**src/rtl/rv_pkg.sv**
```systemverilog
// rv_pkg: load funct3 encodings and writeback-stage state type shared by the L3 writeback logic.
package rv_pkg;
  localparam logic [2:0] LB  = 3'b000;
  localparam logic [2:0] LH  = 3'b001;
  localparam logic [2:0] LW  = 3'b010;
  localparam logic [2:0] LBU = 3'b100;
  localparam logic [2:0] LHU = 3'b101;
  typedef enum logic [1:0] {IDLE, LOAD_REQ, LOAD_WAIT, LOAD_WB} wb_state_t;
endpackage

```
**src/rtl/load_align.sv**
```systemverilog
// load_align: selects the addressed byte/half of a load word and sign- or zero-extends it.
module load_align
  import rv_pkg::*;
(
  input  logic [31:0] data,
  input  logic [1:0]  addr,
  input  logic [2:0]  funct3,
  output logic [31:0] result
);
  logic [7:0]  b;
  logic [15:0] h;
  assign b = 8'(data >> {addr, 3'b000});
  assign h = addr[1] ? data[31:16] : data[15:0];
  // reserved encodings fall through to the full word
  assign result = funct3 == LB  ? {{24{b[7]}}, b} :
                  funct3 == LBU ? {24'd0, b} :
                  funct3 == LH  ? {{16{h[15]}}, h} :
                  funct3 == LHU ? {16'd0, h} : data;
endmodule

```
**src/rtl/wb_stage.sv**
```systemverilog
// wb_stage: L3 writeback stage with a blocking data-memory load FSM and L2 forwarding source.
// Defining WB_STALL_CNT_EN adds a free-running stall_cnt output counting stalled cycles.
module wb_stage
  import rv_pkg::*;
(
  input  logic        clk,
  input  logic        rst,
  input  logic        valid_l2,
  input  logic [4:0]  rd_l2,
  input  logic        we_l2,
  input  logic [31:0] alu_res_l2,
  input  logic        is_load_l2,
  input  logic [2:0]  funct3_l2,
  input  logic        flush,
  output logic        mem_req,
  output logic [31:0] mem_addr,
  input  logic        mem_rvalid,
  input  logic [31:0] mem_rdata,
  output logic        stall_l2,
  output logic [4:0]  rd_l3,
  output logic [31:0] wval_l3,
  output logic        rf_we,
  output logic [4:0]  rf_waddr,
  output logic [31:0] rf_wdata,
  output logic        misalign_l3
`ifdef WB_STALL_CNT_EN
  ,
  output logic [31:0] stall_cnt
`endif
);
  wb_state_t   state_q, state_d;
  logic [4:0]  ld_rd_q;
  logic        ld_we_q;
  logic [2:0]  ld_f3_q;
  logic [31:0] ld_addr_q;
  logic        accept, misalign;
  logic        rf_we_d, misalign_d;
  logic [4:0]  rf_waddr_d;
  logic [31:0] rf_wdata_d, ld_data;
  load_align u_align (
    .data   (mem_rdata),
    .addr   (ld_addr_q[1:0]),
    .funct3 (ld_f3_q),
    .result (ld_data)
  );
  assign stall_l2 = state_q == LOAD_REQ || state_q == LOAD_WAIT;
  assign accept   = valid_l2 && !stall_l2 && !flush;
  assign misalign = ((funct3_l2 == LH || funct3_l2 == LHU) && alu_res_l2[0]) ||
                    (funct3_l2 == LW && alu_res_l2[1:0] != 2'b00);
  assign mem_req  = state_q == LOAD_REQ;
  assign mem_addr = mem_req ? {ld_addr_q[31:2], 2'b00} : 32'd0;
  // x0 writes, bubbles and in-flight loads all present rd_l3 = 0 so they never forward
  assign rd_l3    = rf_we ? rf_waddr : 5'd0;
  assign wval_l3  = rf_wdata;
  always_comb begin
    state_d    = state_q;
    rf_we_d    = 1'b0;
    rf_waddr_d = rf_waddr;
    rf_wdata_d = rf_wdata;
    misalign_d = 1'b0;
    case (state_q)
      LOAD_REQ:  state_d = LOAD_WAIT;
      LOAD_WAIT: if (mem_rvalid) begin
        state_d    = LOAD_WB;
        rf_we_d    = ld_we_q;
        rf_waddr_d = ld_rd_q;
        rf_wdata_d = ld_data;
      end
      default: begin
        state_d = IDLE;
        if (accept && !is_load_l2) begin
          rf_we_d    = we_l2 && rd_l2 != 5'd0;
          rf_waddr_d = rd_l2;
          rf_wdata_d = alu_res_l2;
        end else if (accept) begin
          misalign_d = misalign;
          state_d    = misalign ? IDLE : LOAD_REQ;
        end
      end
    endcase
  end
  always_ff @(posedge clk) begin
    if (rst) begin
      state_q     <= IDLE;
      rf_we       <= 1'b0;
      rf_waddr    <= 5'd0;
      rf_wdata    <= 32'd0;
      misalign_l3 <= 1'b0;
      ld_rd_q     <= 5'd0;
      ld_we_q     <= 1'b0;
      ld_f3_q     <= 3'd0;
      ld_addr_q   <= 32'd0;
    end else begin
      state_q     <= state_d;
      rf_we       <= rf_we_d;
      rf_waddr    <= rf_waddr_d;
      rf_wdata    <= rf_wdata_d;
      misalign_l3 <= misalign_d;
      if (accept) begin
        ld_rd_q   <= rd_l2;
        ld_we_q   <= we_l2 && rd_l2 != 5'd0;
        ld_f3_q   <= funct3_l2;
        ld_addr_q <= alu_res_l2;
      end
    end
  end
`ifdef WB_STALL_CNT_EN
  always_ff @(posedge clk) begin
    if (rst) stall_cnt <= 32'd0;
    else if (stall_l2) stall_cnt <= stall_cnt + 32'd1;
  end
`endif
endmodule

```
**config.mk**
```make
export PLATFORM = sky130hd
export DESIGN_NAME = wb_stage
export DESIGN_NICKNAME = d
export VERILOG_FILES = /design/src/rtl/rv_pkg.sv /design/src/rtl/load_align.sv /design/src/rtl/wb_stage.sv
export SDC_FILE = /design/constraint.sdc
export NUM_CORES = 1
export LEC_CHECK = 0
export CELL_PAD_IN_SITES_DETAIL_PLACEMENT = 1
export CELL_PAD_IN_SITES_GLOBAL_PLACEMENT = 2
export CORE_ASPECT_RATIO = 1.75
export CORE_MARGIN = 4
export CORE_UTILIZATION = 23
export CTS_CLUSTER_DIAMETER = 30
export DETAILED_ROUTE_END_ITERATION = 8
export MAX_ROUTING_LAYER = met4
export PLACE_DENSITY_LB_ADDON = 0.1
export SLEW_MARGIN = 15
export SYNTH_ARGS = -nofsm -noshare
export SYNTH_HDL_FRONTEND = slang
export SYNTH_SLANG_ARGS = --single-unit
```
**constraint.sdc**
```tcl
create_clock -name clk -period 2.5 [get_ports clk]
set_clock_uncertainty 0.1 [all_clocks]
set_input_delay 0.25 -clock clk [delete_from_list [all_inputs] [get_ports clk]]
set_output_delay 0.25 -clock clk [all_outputs]
set_load 0.02 [all_outputs]
```
==> run metrics <==
Tightest Pin Transition=941 ps; GR Overflow Total=0; P_sw=1.36 mW; clock root cell=clkbuf_16; mean area per synthesized cell=7.81 um^2; Critical-path top delay cell=a2111oi_1; Hold Path Class=primary input to flop; Register Area=around 0.0016 mm^2; GRT Overall Usage=0.169; max-slew violations=0; vias=around 4700; RSZ-0062 raised after global routing=false; Fin Setup TNS=0 ps; Final Setup Violations=0; crit path capture type=flop; clock share of power=0.345; Final nets=799; Buffers on Ports=186; critical path class=flop to flop; Die Wd=between 100 and 150 um; drc violations=0; Pwr Total=4.23 mW; Rows=roughly 70; Wirelength per Cell=19.1 um; CP Launch Type=flop; hold path cells=3; status=finished, final reports clean; Pint=2.88 mW; initial antenna violation count=0; Hold EP=rf_wdata[1]; H-tree depth=3; vias in the first global route=roughly 5000; Vias/cell=around 4.8; Net Sw Frac=0.320; Clock Pin Slew Worst Setup and Hold Paths=around 70 ps; io pins=about 190; sequential share of power=0.358; full die area=0.0223 mm^2; # diodes=0; layout cells sized above 1=0.0692; Die Ht=194 um; cell leakage power=about 2.4 nW; largest net degree at the start of global routing=45; reg2reg end=rf_wdata[6]; Reg2Reg Depth=7; initial drt markers=135; Pre-Repair DR Iteration Count=4; final hold vios=0; cts hold-fix bufs=0; #FFs+latches synth=82; TritonCTS buffer count=9; Placer Congestion=0.768; Reg2Reg Setup Slack=210 ps; Synth Warn #=0; core area=a little under 0.02 mm^2; buffer and inverter count on the worst path=3; crit path cell chain=inv_1 > ha_2 > buf_4 > o21ai_0 > a2111oi_1 > buf_4 > o221a_2; first-pass GRT wire length=28.7 mm; fmax=437 MHz; CTS tree=built; maximum VDD drop=0.255 mV; post-synthesis cell count=around 600; post-synthesis sequential area ratio=0.359; clock sink total=between 80 and 90; Max-Cap Viols=0; Design Area, Final=0.00679 mm^2; Initial Util=0.232; Worst Hold Launch=rst; Combinational Power Share=0.297; antenna viol nets, final=0; Synth Cell Area=0.00457 mm^2; Crit path arrival time=2470 ps; Synth cell types=between 40 and 50; P&R area growth vs syn=48.6%; most used cell along the critical path=buf_4; Post-DP HPWL=between 10 and 15 mm; required time of the critical path=2680 ps; Top delay family on crit path=compound AO/OA/AOI/OAI gates; Critical Path Fanout Max=42; Period minus WS final=2290 ps; Power Dens Cells=slightly above 600 mW/mm^2; Placed Area=0.00647 mm^2; Clock Latency Late Sink=340 ps; max incr delay on CP=~500 ps; multi-input logic area=0.00244 mm^2; Reg2Reg Launch Point=state_q[0]; fillers=between 2000 and 2500; Tcrit/Tclk final=0.916; Max-slew headroom=0.370; fin util=0.345; clk buf depth=2; Post-Route WL=18.5 mm
## what timing repair did
action,4_1_cts,5_1_grt
setup buffers,0,0
endpoints found under the setup margin,0,1
resized for setup,0,1
## per-stage QoR
| step | worst slack, ps | hold slack, ps | std cells |
|---|---|---|---|
| final | 211 | 322 | 968 |
| after global routing | 119 | 360 | 968 |
| after CTS | 40.6 | 317 | 968 |
| after detailed placement | 66.7 | 346 | 952 |
| after global placement | 178 | 340 | 952 |
| after floorplan | 379 | 268 | 586 |
## layout by cell type (no fill, tap or decap), types with 15 or more instances in the layout
master	synthesis	layout
buf_4	35	18
o21ai_0	21	21
dfxtp_1	82	82
and2_1	38	38
a21oi_1	64	64
nand2_1	108	108
clkdlybuf4s50_1	0	185
nor4b_1	15	15
o22ai_1	20	19
nor2_1	24	24
a22oi_1	16	16
## registers in the layout, indices dropped and copies added, names as in the netlist
register / flops
ld_addr_q: 32
ld_f3_q: 3
ld_rd_q: 5
ld_we_q: 1
misalign_l3: 1
rf_waddr: 5
rf_wdata: 32
rf_we: 1
state_q: 2
## cell type report
type                    instances  share of cell area
clock inverters                 5              0.0129
well taps                     245              0.0451
multi-input cells             409               0.359
clock buffers                  11              0.0343
flip-flops and latches         82               0.242
inverters                       9             0.00498
repair buffers                207               0.302
## how the worst max path moves through the flow
stage / startpoint / endpoint / slack (ps) / cells after the start
floorplan: state_q[1] / rf_wdata[2] / 380 / 8
global placement: ld_f3_q[1] / rf_wdata[6] / 180 / 5
detailed placement: state_q[0] / rf_wdata[6] / 70 / 7
CTS: state_q[0] / rf_wdata[6] / 40 / 7
global route: state_q[1] / mem_addr[3] / 120 / 5
finish: state_q[0] / rf_wdata[6] / 210 / 7
## power groups by stage
| stage | registers, mW | logic (mW) | clock network (mW) |
|---|---|---|---|
| final | 1.51 | 1.26 | 1.46 |
| after global routing | 1.54 | 1.37 | 1.57 |
| after CTS | 1.52 | 1.29 | 1.51 |
| after detailed placement | 1.55 | 1.28 | 0 |
| after global placement | 1.55 | 1.26 | 0 |
| after floorplan | 1.59 | 0.669 | 0 |
## synthesized netlist by cell type
library cell | instances | share of area
o22a_1 | 1 | 0.0019
buf_1 | 1 | 0.00082
nor3b_1 | 1 | 0.0016
inv_1 | 8 | 0.0066
o22ai_1 | 20 | 0.027
buf_2 | 11 | 0.012
mux4_2 | 2 | 0.0099
nor3_1 | 10 | 0.011
a22oi_1 | 16 | 0.026
nand3b_1 | 2 | 0.0033
mux2_2 | 4 | 0.0099
conb_1 | 1 | 0.00082
mux2i_1 | 12 | 0.026
dfxtp_1 | 82 | 0.36
nand2b_1 | 5 | 0.0068
nand4_1 | 1 | 0.0014
nor4b_1 | 15 | 0.029
o2111a_1 | 1 | 0.0025
a32o_1 | 4 | 0.0088
a311o_1 | 8 | 0.018
clkinv_1 | 1 | 0.00082
and3b_1 | 8 | 0.015
nand2_1 | 108 | 0.089
o221a_2 | 4 | 0.0099
buf_4 | 35 | 0.058
a21oi_1 | 64 | 0.070
ha_1 | 2 | 0.0055
nor2b_1 | 9 | 0.012
o2111ai_1 | 5 | 0.0096
buf_6 | 1 | 0.0025
a32oi_1 | 1 | 0.0019
o31a_1 | 1 | 0.0019
a2111oi_0 | 3 | 0.0058
and2_1 | 38 | 0.052
clkbuf_1 | 38 | 0.031
nor2_1 | 24 | 0.020
and4b_1 | 3 | 0.0066
or4_1 | 1 | 0.0016
or3_1 | 4 | 0.0055
a211oi_1 | 7 | 0.012
o21a_1 | 1 | 0.0016
o21ai_0 | 21 | 0.023
a21boi_2 | 1 | 0.0025
## kinds of logic after synthesis
family,share of synthesized area
AOI/OAI and AO/OA,0.222
adders and majority gates,0.00548
buffers and inverters,0.111
DFF,0.359
muxes,0.0460
other,0.000821
and+or+nand+nor,0.255
## worst register-to-register path, cell delays in order (launching register included)
cell	delay, ps
dfxtp_1	330
inv_1	70
ha_2	190
buf_4	460
o21ai_0	180
a2111oi_1	510
buf_4	220
o221a_2	170
## routing by layer
metal	routed length (um)	global-route usage	vias to the layer above	share of wire
li1	-	-	2281	-
met1	7000	0.178	2257	0.38
met2	10500	0.323	114	0.57
met3	711	0.0268	9	0.038
met4	222	0.0387	0	0.012
met5	0	-	-	0
No activity file was read; power rests on OpenSTA's default activity.
